==> src/rtl/shift_engine_n_if.sv <==
// Bus bundle for shift_engine_n: parallel load, start/busy/done handshake, serial chain and result.
// master = command issuer (datapath/testbench), slave = the shift engine.
interface shift_engine_n_if #(
    parameter int WIDTH = 32
);
    localparam int AW = $clog2(WIDTH) + 1;

    logic             load;
    logic [WIDTH-1:0] pdata;
    logic             start;
    logic [2:0]       mode;
    logic [AW-1:0]    amount;
    logic             abort;
    logic             SR;
    logic             SL;
    logic [WIDTH-1:0] Q;
    logic             SO;
    logic             busy;
    logic             done;

    modport master (
        output load, pdata, start, mode, amount, abort, SR, SL,
        input  Q, SO, busy, done
    );

    modport slave (
        input  load, pdata, start, mode, amount, abort, SR, SL,
        output Q, SO, busy, done
    );
endinterface

==> src/rtl/shift_engine_n.sv <==
// WIDTH-bit shift register with parallel load and a one-bit-per-clock shift sequencer.
// Define SHIFT_ENGINE_ROTATE_EN to make ROR/ROL legal; otherwise those codes are reserved.
module shift_engine_n #(
    parameter  int WIDTH = 32,
    localparam int AW    = $clog2(WIDTH) + 1
) (
    input logic             clk,
    input logic             clear,
    shift_engine_n_if.slave bus
);
    typedef enum logic [2:0] {
        M_LSR = 3'b000,
        M_LSL = 3'b001,
        M_ASR = 3'b010,
        M_ROR = 3'b011,
        M_ROL = 3'b100
    } mode_e;

    typedef enum logic {S_IDLE, S_RUN} state_e;

    state_e           r_state, w_state_nx;
    mode_e            r_mode,  w_mode_nx;
    logic [AW-1:0]    r_cnt,   w_cnt_nx;
    logic [WIDTH-1:0] r_q,     w_q_nx;
    logic             r_so,    w_so_nx;
    logic             r_done,  w_done_nx;

    function automatic logic mode_legal(input logic [2:0] m);
        logic ok;
        case (m)
            3'b000, 3'b001, 3'b010: ok = 1'b1;
`ifdef SHIFT_ENGINE_ROTATE_EN
            3'b011, 3'b100:         ok = 1'b1;
`endif
            default:                ok = 1'b0;
        endcase
        return ok;
    endfunction

    // NOTE: state registers use non-blocking assignments so every flop samples pre-edge values.
    always_ff @(posedge clk or negedge clear) begin
        if (!clear) begin
            r_state <= S_IDLE;
            r_mode  <= M_LSR;
            r_cnt   <= '0;
            r_q     <= '0;
            r_so    <= 1'b0;
            r_done  <= 1'b0;
        end else begin
            r_state <= w_state_nx;
            r_mode  <= w_mode_nx;
            r_cnt   <= w_cnt_nx;
            r_q     <= w_q_nx;
            r_so    <= w_so_nx;
            r_done  <= w_done_nx;
        end
    end

    // NOTE: every output of this block gets a default first, so no path can infer a latch.
    always_comb begin
        w_state_nx = r_state;
        w_mode_nx  = r_mode;
        w_cnt_nx   = r_cnt;
        w_q_nx     = r_q;
        w_so_nx    = r_so;
        w_done_nx  = 1'b0;

        unique case (r_state)
            S_IDLE: begin
                if (bus.load) begin
                    w_q_nx = bus.pdata;
                end else if (bus.start) begin
                    if (bus.amount != '0 && mode_legal(bus.mode)) begin
                        w_mode_nx  = mode_e'(bus.mode);
                        w_cnt_nx   = bus.amount;
                        w_state_nx = S_RUN;
                    end else begin
                        w_done_nx = 1'b1;
                    end
                end
            end
            S_RUN: begin
                if (bus.abort) begin
                    // Partial result stays in Q; an aborted sequence never signals done.
                    w_cnt_nx   = '0;
                    w_state_nx = S_IDLE;
                end else begin
                    case (r_mode)
                        M_LSR: begin
                            w_q_nx  = {bus.SR, r_q[WIDTH-1:1]};
                            w_so_nx = r_q[0];
                        end
                        M_LSL: begin
                            w_q_nx  = {r_q[WIDTH-2:0], bus.SL};
                            w_so_nx = r_q[WIDTH-1];
                        end
                        M_ASR: begin
                            w_q_nx  = {r_q[WIDTH-1], r_q[WIDTH-1:1]};
                            w_so_nx = r_q[0];
                        end
`ifdef SHIFT_ENGINE_ROTATE_EN
                        M_ROR: begin
                            w_q_nx  = {r_q[0], r_q[WIDTH-1:1]};
                            w_so_nx = r_q[0];
                        end
                        M_ROL: begin
                            w_q_nx  = {r_q[WIDTH-2:0], r_q[WIDTH-1]};
                            w_so_nx = r_q[WIDTH-1];
                        end
`endif
                        default: ;
                    endcase
                    w_cnt_nx = r_cnt - AW'(1);
                    if (r_cnt == AW'(1)) begin
                        w_state_nx = S_IDLE;
                        w_done_nx  = 1'b1;
                    end
                end
            end
            default: w_state_nx = S_IDLE;
        endcase
    end

    assign bus.Q    = r_q;
    assign bus.SO   = r_so;
    assign bus.busy = (r_state == S_RUN);
    assign bus.done = r_done;
endmodule

==> src/flat_wrapper.sv <==
// flat-port wrapper written by rule: the top's interface ports become plain ports
module shift_engine_n_flat 
#(
    parameter  int WIDTH = 32,
    localparam int AW    = $clog2(WIDTH) + 1
)
  (clk, clear, bus_load, bus_pdata, bus_start, bus_mode, bus_amount, bus_abort, bus_SR, bus_SL, bus_Q, bus_SO, bus_busy, bus_done);
  shift_engine_n_if #(.WIDTH(WIDTH)) bus_i ();
  input logic clk;
  input logic clear;
  input wire logic [$bits(bus_i.load)-1:0] bus_load;
  input wire logic [$bits(bus_i.pdata)-1:0] bus_pdata;
  input wire logic [$bits(bus_i.start)-1:0] bus_start;
  input wire logic [$bits(bus_i.mode)-1:0] bus_mode;
  input wire logic [$bits(bus_i.amount)-1:0] bus_amount;
  input wire logic [$bits(bus_i.abort)-1:0] bus_abort;
  input wire logic [$bits(bus_i.SR)-1:0] bus_SR;
  input wire logic [$bits(bus_i.SL)-1:0] bus_SL;
  output wire logic [$bits(bus_i.Q)-1:0] bus_Q;
  output wire logic [$bits(bus_i.SO)-1:0] bus_SO;
  output wire logic [$bits(bus_i.busy)-1:0] bus_busy;
  output wire logic [$bits(bus_i.done)-1:0] bus_done;
  assign bus_i.load = bus_load;
  assign bus_i.pdata = bus_pdata;
  assign bus_i.start = bus_start;
  assign bus_i.mode = bus_mode;
  assign bus_i.amount = bus_amount;
  assign bus_i.abort = bus_abort;
  assign bus_i.SR = bus_SR;
  assign bus_i.SL = bus_SL;
  assign bus_Q = bus_i.Q;
  assign bus_SO = bus_i.SO;
  assign bus_busy = bus_i.busy;
  assign bus_done = bus_i.done;
  shift_engine_n #(.WIDTH(WIDTH)) u_core (.clk(clk), .clear(clear), .bus(bus_i));
endmodule
==> config.mk <==
export PLATFORM = sky130hd
export DESIGN_NAME = shift_engine_n_flat
export DESIGN_NICKNAME = d
export VERILOG_FILES = /design/src/rtl/shift_engine_n_if.sv /design/src/rtl/shift_engine_n.sv /design/src/flat_wrapper.sv
export SDC_FILE = /design/constraint.sdc
export NUM_CORES = 1
export LEC_CHECK = 0
export ABC_AREA = 1
export CORE_MARGIN = 5
export CORE_UTILIZATION = 41
export CTS_CLUSTER_DIAMETER = 100
export CTS_CLUSTER_SIZE = 28
export DETAILED_ROUTE_END_ITERATION = 8
export PLACE_DENSITY = 0.78
export SLEW_MARGIN = 5
export SYNTH_ARGS = -nofsm -noshare
export SYNTH_HDL_FRONTEND = slang
export SYNTH_SLANG_ARGS = --single-unit
==> constraint.sdc <==
create_clock -name clk -period 2.4 [get_ports clk]
set_clock_uncertainty 0.1 [all_clocks]
set_input_delay 0.36 -clock clk [delete_from_list [all_inputs] [get_ports clk]]
set_output_delay 0.36 -clock clk [all_outputs]
set_load 0.1 [all_outputs]
==> impl_results.md, run 1 <==
- Synth Area in Adders: 0.918%
- CTS resizes: 0
- CP endpoint kind: flip-flop
- Design area: 3650 sq um
- Initial antenna violation count: 0
- Final non-filler cell total: 566
- Initial Utilization: 42.5%
- Max cap viols: 0
- Post-synth EDFFs: 0
- I/O Pins: 83
- Fin. Hold Viols: 18
- Finish-stage setup viols: 0
- Worst setup margin: 0.472 ns
- Final period utilization: 80.3%
- Vias in the first global route: 2773
- CTS tree: done
- Mapped Cells: 412
- Routed len/inst: 13.4 um
- Area Growth Syn to Fin: 34.1%
- Slew headroom: 55.2%
- Worst setup startpoint: u_core.bus.busy
- Crit path kind: reg -> reg
- Max Root-Sink Buffers: 2
- First-pass DRT Iterations: 5
- Most frequent cells after synthesis: nand2_1 (188), dfrtp_1 (44), nand3_1 (41)
- Count leader, synth: nand2_1
- Register area share after synthesis: 40.4%
- Die ar.: 8380 sq um
- DRT antenna net count: 0
- Drt total wl: 7.61 mm
- Yosys warning total: 0
- Async S/R FF share, synth: 100%
- Mapped Nets: 462
- Crit-path max FO: 35
- Clk_lat worst skew: 0.30 ns
- Fin nets: 538
- Worst setup SP type: flip-flop
- Port bufs: 82
- Gr usage total: 18.3%
- CTS Buf Count: 5
- Die Ht: 91.5 um
- Status: finished, violations left
- Clk root buf: clkbuf_8
- RR Startpoint: u_core.bus.busy
- Deepest level of the CTS H-tree: 2
- Post-Synth Simple-Gate Area: 38.1%
- Fin util: 56.9%
- Final Wtd Congestion: 0.829
- Post-CTS Setup Inserts: 0
- Worst slack at placement: 0.394 ns
- Max VDD drop: 0.452 mV
- Pwr dens: 975 nW/um^2
- Fill count: 628
- Syn avg cell area: 6.62 sq um
- Setup_tns: 0 ns
- Synth area leaders: dfrtp_1 (40%), nand2_1 (26%), nand3_1 (7.5%), o21ai_0 (5.5%), inv_1 (5.4%)
- Dominant cell type by area after synthesis: dfrtp_1
- Vias: 2816
- Post-synth top area share: 40.4%
- Antenna cells: 0
- Slew @ Worst Pin: 0.672 ns
- CTS Hold Bufs: 0
- Hold Path Class: in -> async
- Multiplexer share of the synthesized area: 0%
- FP Rows: 29
- Placement Cell Area: 3530 sq um
- Die Width: 91.5 um
- Xor/xnor share of the synthesized area: 0.321%
- Placed Cells: 558
- Violated checks: hold timing
- Core area: 6420 sq um
- Largest net degree at the start of global routing: 47
- Worst hold margin: -0.0119 ns
- Clock transition at the registers of the reported paths: 0.10 ns
- Final global-route overflow total: 0
- Yosys cell types: 23
- Register bit total from synthesis: 44
- Critical path arrival: 2.01 ns
- Unrepaired setup endpoints after global routing: no
- Mapped cell area: 2730 sq um
- Via density per instance: 4.98
- CTS Sinks: 44
- Minimum clock period: 1.93 ns
- Post-route DRC: 0
- DP HPWL: 5.47 mm
- Max Slew Vio Count: 0
- 1st-iter DRT viols: 176
- Cell leakage power: 1.94 nW
- Compound-Gate Fraction of Synth Area: 10.6%
- Maximum clock rate: 0.519 GHz
- Most used DFF post-synth: dfrtp_1
- Share of cells above drive strength 1: 13.1%
- Required @ worst endpoint: 2.48 ns
- Largest family of logic cells by synthesized area: simple AND/OR/NAND/NOR gates
- First-pass GRT wire length: 12.9 mm
## per-stage QoR
step / hold WS (ns) / total power [W]
detailed placement: 0.335 / 0.00296
global route: 0.0310 / 0.00376
global placement: 0.324 / 0.00293
finish: -0.0119 / 0.00356
CTS: 0.0125 / 0.00358
floorplan: -0.0356 / 0.00249
## logic make-up after synthesis
| family | Yosys count |
|---|---|
| buf+inv | 60 |
| flops | 44 |
| fa+ha+maj | 2 |
| xor+xnor | 1 |
| simple gates | 254 |
| compound gates | 51 |
## where the power goes
part           switching, W  internal [W]  total, W
Clock              0.000272      0.000341  0.000612
Sequential         0.000132      0.000900   0.00103
Combinational       0.00146      0.000463   0.00192
Total               0.00186       0.00170   0.00356
## layout make-up
class | instances | area, sq um | area share, %
Clock buffer | 6 | 82.6 | 2.26
Timing Repair Buffer | 89 | 818 | 22.4
Tap cell | 77 | 96.3 | 2.64
Sequential cell | 44 | 1100 | 30.1
Clock inverter | 2 | 38.8 | 1.06
Inverter | 40 | 155 | 4.25
Multi-Input combinational cell | 308 | 1360 | 37.3
## cell usage in the layout (no fill, tap or decap), types with 2 or more instances in the layout
cell and count:
dfrtp_1 44, nor2_2 2, clkdlybuf4s50_1 46, buf_12 3, nand2_1 188, o21ai_2 6
o21ai_1 7, clkbuf_8 6, o21ai_0 30, nand4_1 3, buf_4 39, nand3_1 41
nor2_1 17, a21oi_1 6, ha_1 2, inv_1 39, nand2_2 2
## critical path, stage by stage, from the launching register on
cell and delay [ns]:
dfrtp_1 0.42, buf_4 0.39, nor2_1 0.14, a21oi_4 0.16, nand2_2 0.21, buf_12 0.23
nand2_1 0.07, o21ai_0 0.08
## final timing paths
| check | slack (ns) | to | depth (start not counted) |
|---|---|---|---|
| min reg2reg | 0.46 | u_core.bus.Q[29] | 2 |
| max | 0.47 | u_core.bus.Q[17] | 7 |
| max in group asynchronous | 1.61 | u_core.bus.Q[10] | 2 |
| max reg2reg | 0.47 | u_core.bus.Q[17] | 7 |
| min in group clk | 0.46 | u_core.bus.Q[29] | 2 |
| min | -0.01 | u_core.bus.Q[28] | 1 |
## registers in the layout, summed over array words and instances, names as in the netlist
signal	cells
u_core.bus.Q	32
u_core.bus.SO	1
u_core.bus.busy	1
u_core.bus.done	1
u_core.r_cnt	6
u_core.r_mode	3
## layer usage
metal	up-vias	track usage [%]	wire (um)
li1	1440	-	-
met3	11	3.72	376
met4	0	4.90	78
met2	68	31.5	3840
met5	-	0	0
met1	1297	23.4	3310
(Power assumes the default switching activity.)
==> inputs of run 2 (changes only) <==
==> constraint.sdc (replaced) <==
create_clock -name clk -period 1.9 [get_ports clk]
set_clock_uncertainty 0.1 [all_clocks]
set_input_delay 0.285 -clock clk [delete_from_list [all_inputs] [get_ports clk]]
set_output_delay 0.285 -clock clk [all_outputs]
set_load 0.1 [all_outputs]
==> run 2 against run 1 <==
- routed wire length grew 0.34%
- the run now ends clean
- setup slack lost 0.31 ns
- clock power grew 16%
- critical path depth shrank 5
- first-iteration DRC count shrank 4.0%
- flip-flop and latch count is the same
- design area grew 6.4%
==> impl_results.md, run 2 (same netlist as run 1, synthesis figures left out) <==
- Routed len/inst: 13.3 um (-0.71%)
- CP endpoint kind: primary output
- Fin util: 60.6% (+3.7 points)
- Die ar.: 8380 sq um (unchanged)
- CTS Sinks: 44 (unchanged)
- Setup_tns: 0 ns (unchanged)
- FP Rows: 29 (unchanged)
- Crit-path max FO: 32 (-8.6%)
- Vias: 2887 (+2.5%)
- Largest net degree at the start of global routing: 33 (-30%)
- Max VDD drop: 0.785 mV (+74%)
- Final Wtd Congestion: 0.779 (-6.0%)
- CTS resizes: 0 (unchanged)
- Family with the most delay on the worst path: buffers and inverters
- Post-CTS Setup Inserts: 0 (unchanged)
- DP HPWL: 5.55 mm (+1.5%)
- Largest stage delay, worst path: 0.45 ns (+0.03 ns)
- DRT antenna net count: 0 (unchanged)
- Antenna cells: 0 (unchanged)
- Worst Path Buf+Inv: 2 (unchanged)
- Clk_lat worst skew: 0.30 ns (about the same)
- Slew @ Worst Pin: 0.377 ns (-0.296 ns)
- Via density per instance: 5.05 (+1.4%)
- Worst-path cell chain: buf_4 > buf_12
- Commonest non-fill, non-tap cells in the layout: nand2_1 (188), clkdlybuf4s50_1 (46), dfrtp_1 (43)
- Minimum clock period: 1.74 ns
- Initial Utilization: 42.5% (unchanged)
- Slew headroom: 74.9% (+20 points)
- Unrepaired setup endpoints after global routing: no
- CTS Buf Count: 5 (unchanged)
- Gr usage total: 18.8% (+0.42 points)
- Required @ worst endpoint: 1.51 ns (-0.97 ns)
- Cell leakage power: 2.02 nW (+4.4%)
- Fin. Hold Viols: 0 (-18)
- First-pass GRT wire length: 13.1 mm (+1.6%)
- Maximum clock rate: 0.576 GHz
- Commonest non-fill, non-tap cell in the layout: nand2_1
- Post-route DRC: 0 (unchanged)
- Finish-stage setup viols: 0 (unchanged)
- 1st-iter DRT viols: 169 (-4.0%)
- Pwr dens: 1210 nW/um^2 (+24%)
- Area Growth Syn to Fin: 42.7%
- Clock transition at the registers of the reported paths: 0.09 ns (about the same)
- Final period utilization: 91.3%
- Core area: 6420 sq um (unchanged)
- Max Slew Vio Count: 0 (unchanged)
- Deepest level of the CTS H-tree: 2 (unchanged)
- First-pass DRT Iterations: 4 (-1)
- Clk root buf: clkbuf_8
- Port bufs: 82 (unchanged)
- Drt total wl: 7.63 mm (+0.34%)
- Initial antenna violation count: 0 (unchanged)
- CTS tree: done
- Max cap viols: 0 (unchanged)
- Critical path arrival: 1.35 ns (-0.66 ns)
- Vias in the first global route: 2908 (+4.9%)
- Crit path kind: reg -> out
- Status: complete, no violations
- Die Ht: 91.5 um (unchanged)
- Die Width: 91.5 um (unchanged)
- CP max stage cell: dfrtp_2
- Share of cells above drive strength 1: 13.9% (+0.85 points)
- Fin nets: 544 (+1.1%)
- Hold Path Class: in -> async
- Final global-route overflow total: 0 (unchanged)
- Worst setup SP type: flip-flop
- Max reg flops: 32 (unchanged)
- Max Root-Sink Buffers: 2 (unchanged)
- I/O Pins: 83 (unchanged)
run 2: cell types whose count changed in the layout (fill, tap and decap cells not counted):
cell,before,now
buf_12,3,19
buf_4,39,28
clkbuf_1,0,1
clkbuf_8,6,5
clkinv_2,0,1
clkinv_4,1,0
dfrtp_1,44,43
dfrtp_2,0,1
dlygate4sd3_1,0,1
run 2: worst paths after layout:
| path | from | end | slack (ns) | cells past startpoint |
|---|---|---|---|---|
| max | u_core.bus.busy | bus_busy | 0.16 | 2 |
| min reg2reg | u_core.r_cnt[1] | u_core.r_cnt[1] | 0.46 | 2 |
| max in group asynchronous | clear | u_core.bus.busy | 1.01 | 3 |
| min in group clk | u_core.r_cnt[1] | u_core.r_cnt[1] | 0.46 | 2 |
| min | clear | u_core.bus.Q[17] | 0.42 | 3 |
| max reg2reg | u_core.r_mode[2] | u_core.bus.Q[29] | 0.32 | 7 |
run 2: power breakdown:
part | total [W] | leakage [nW] | internal (W) | switching, W
combinational | 0.00263 | 1.43 | 0.000793 | 0.00184
clock | 0.000712 | 0.0552 | 0.000391 | 0.000321
sequential | 0.00135 | 0.542 | 0.00114 | 0.000213
run 2: tightest hold or removal path, cell delays in order:
cell and delay, ns:
dlygate4sd3_1 0.53, buf_2 0.11, buf_4 0.29
run 2: metal layers:
metal  GRT usage (%)  vias up  wire, um
met4            6.28        0       128
met2            32.1       93      3740
met1            23.6     1330      3260
met5               0        -         0
li1                -     1446         -
met3            3.64       18       503
run 2: metrics by stage:
| stage | instance area [sq um] | hold slack (ns) | std cells | worst slack (ns) | power (W) |
|---|---|---|---|---|---|
| floorplan | 2730 | -0.111 | 412 | 0.112 | 0.00314 |
| global placement | 3770 | 0.192 | 563 | 0.126 | 0.00396 |
| detailed placement | 3770 | 0.201 | 563 | 0.0704 | 0.00400 |
| CTS | 3890 | 0.402 | 572 | 0.162 | 0.00473 |
| global route | 3890 | 0.450 | 572 | 0.102 | 0.00496 |
| finish | 3890 | 0.418 | 572 | 0.165 | 0.00469 |
run 2: repair_timing:
item	4_1_cts	5_1_grt
setup endpoints to repair	0	0
endpoints found under the hold margin	44	0
hold buffers	1	0
run 2: layout make-up:
type / count / area (sq um)
fill: 613 / 2530
multi-input combinational: 308 / 1360
sequential: 44 / 1100
timing repair buffer: 95 / 1070
inverter: 40 / 155
tap: 77 / 96.3
clock buffer: 6 / 72.6
clock inverter: 2 / 35.0
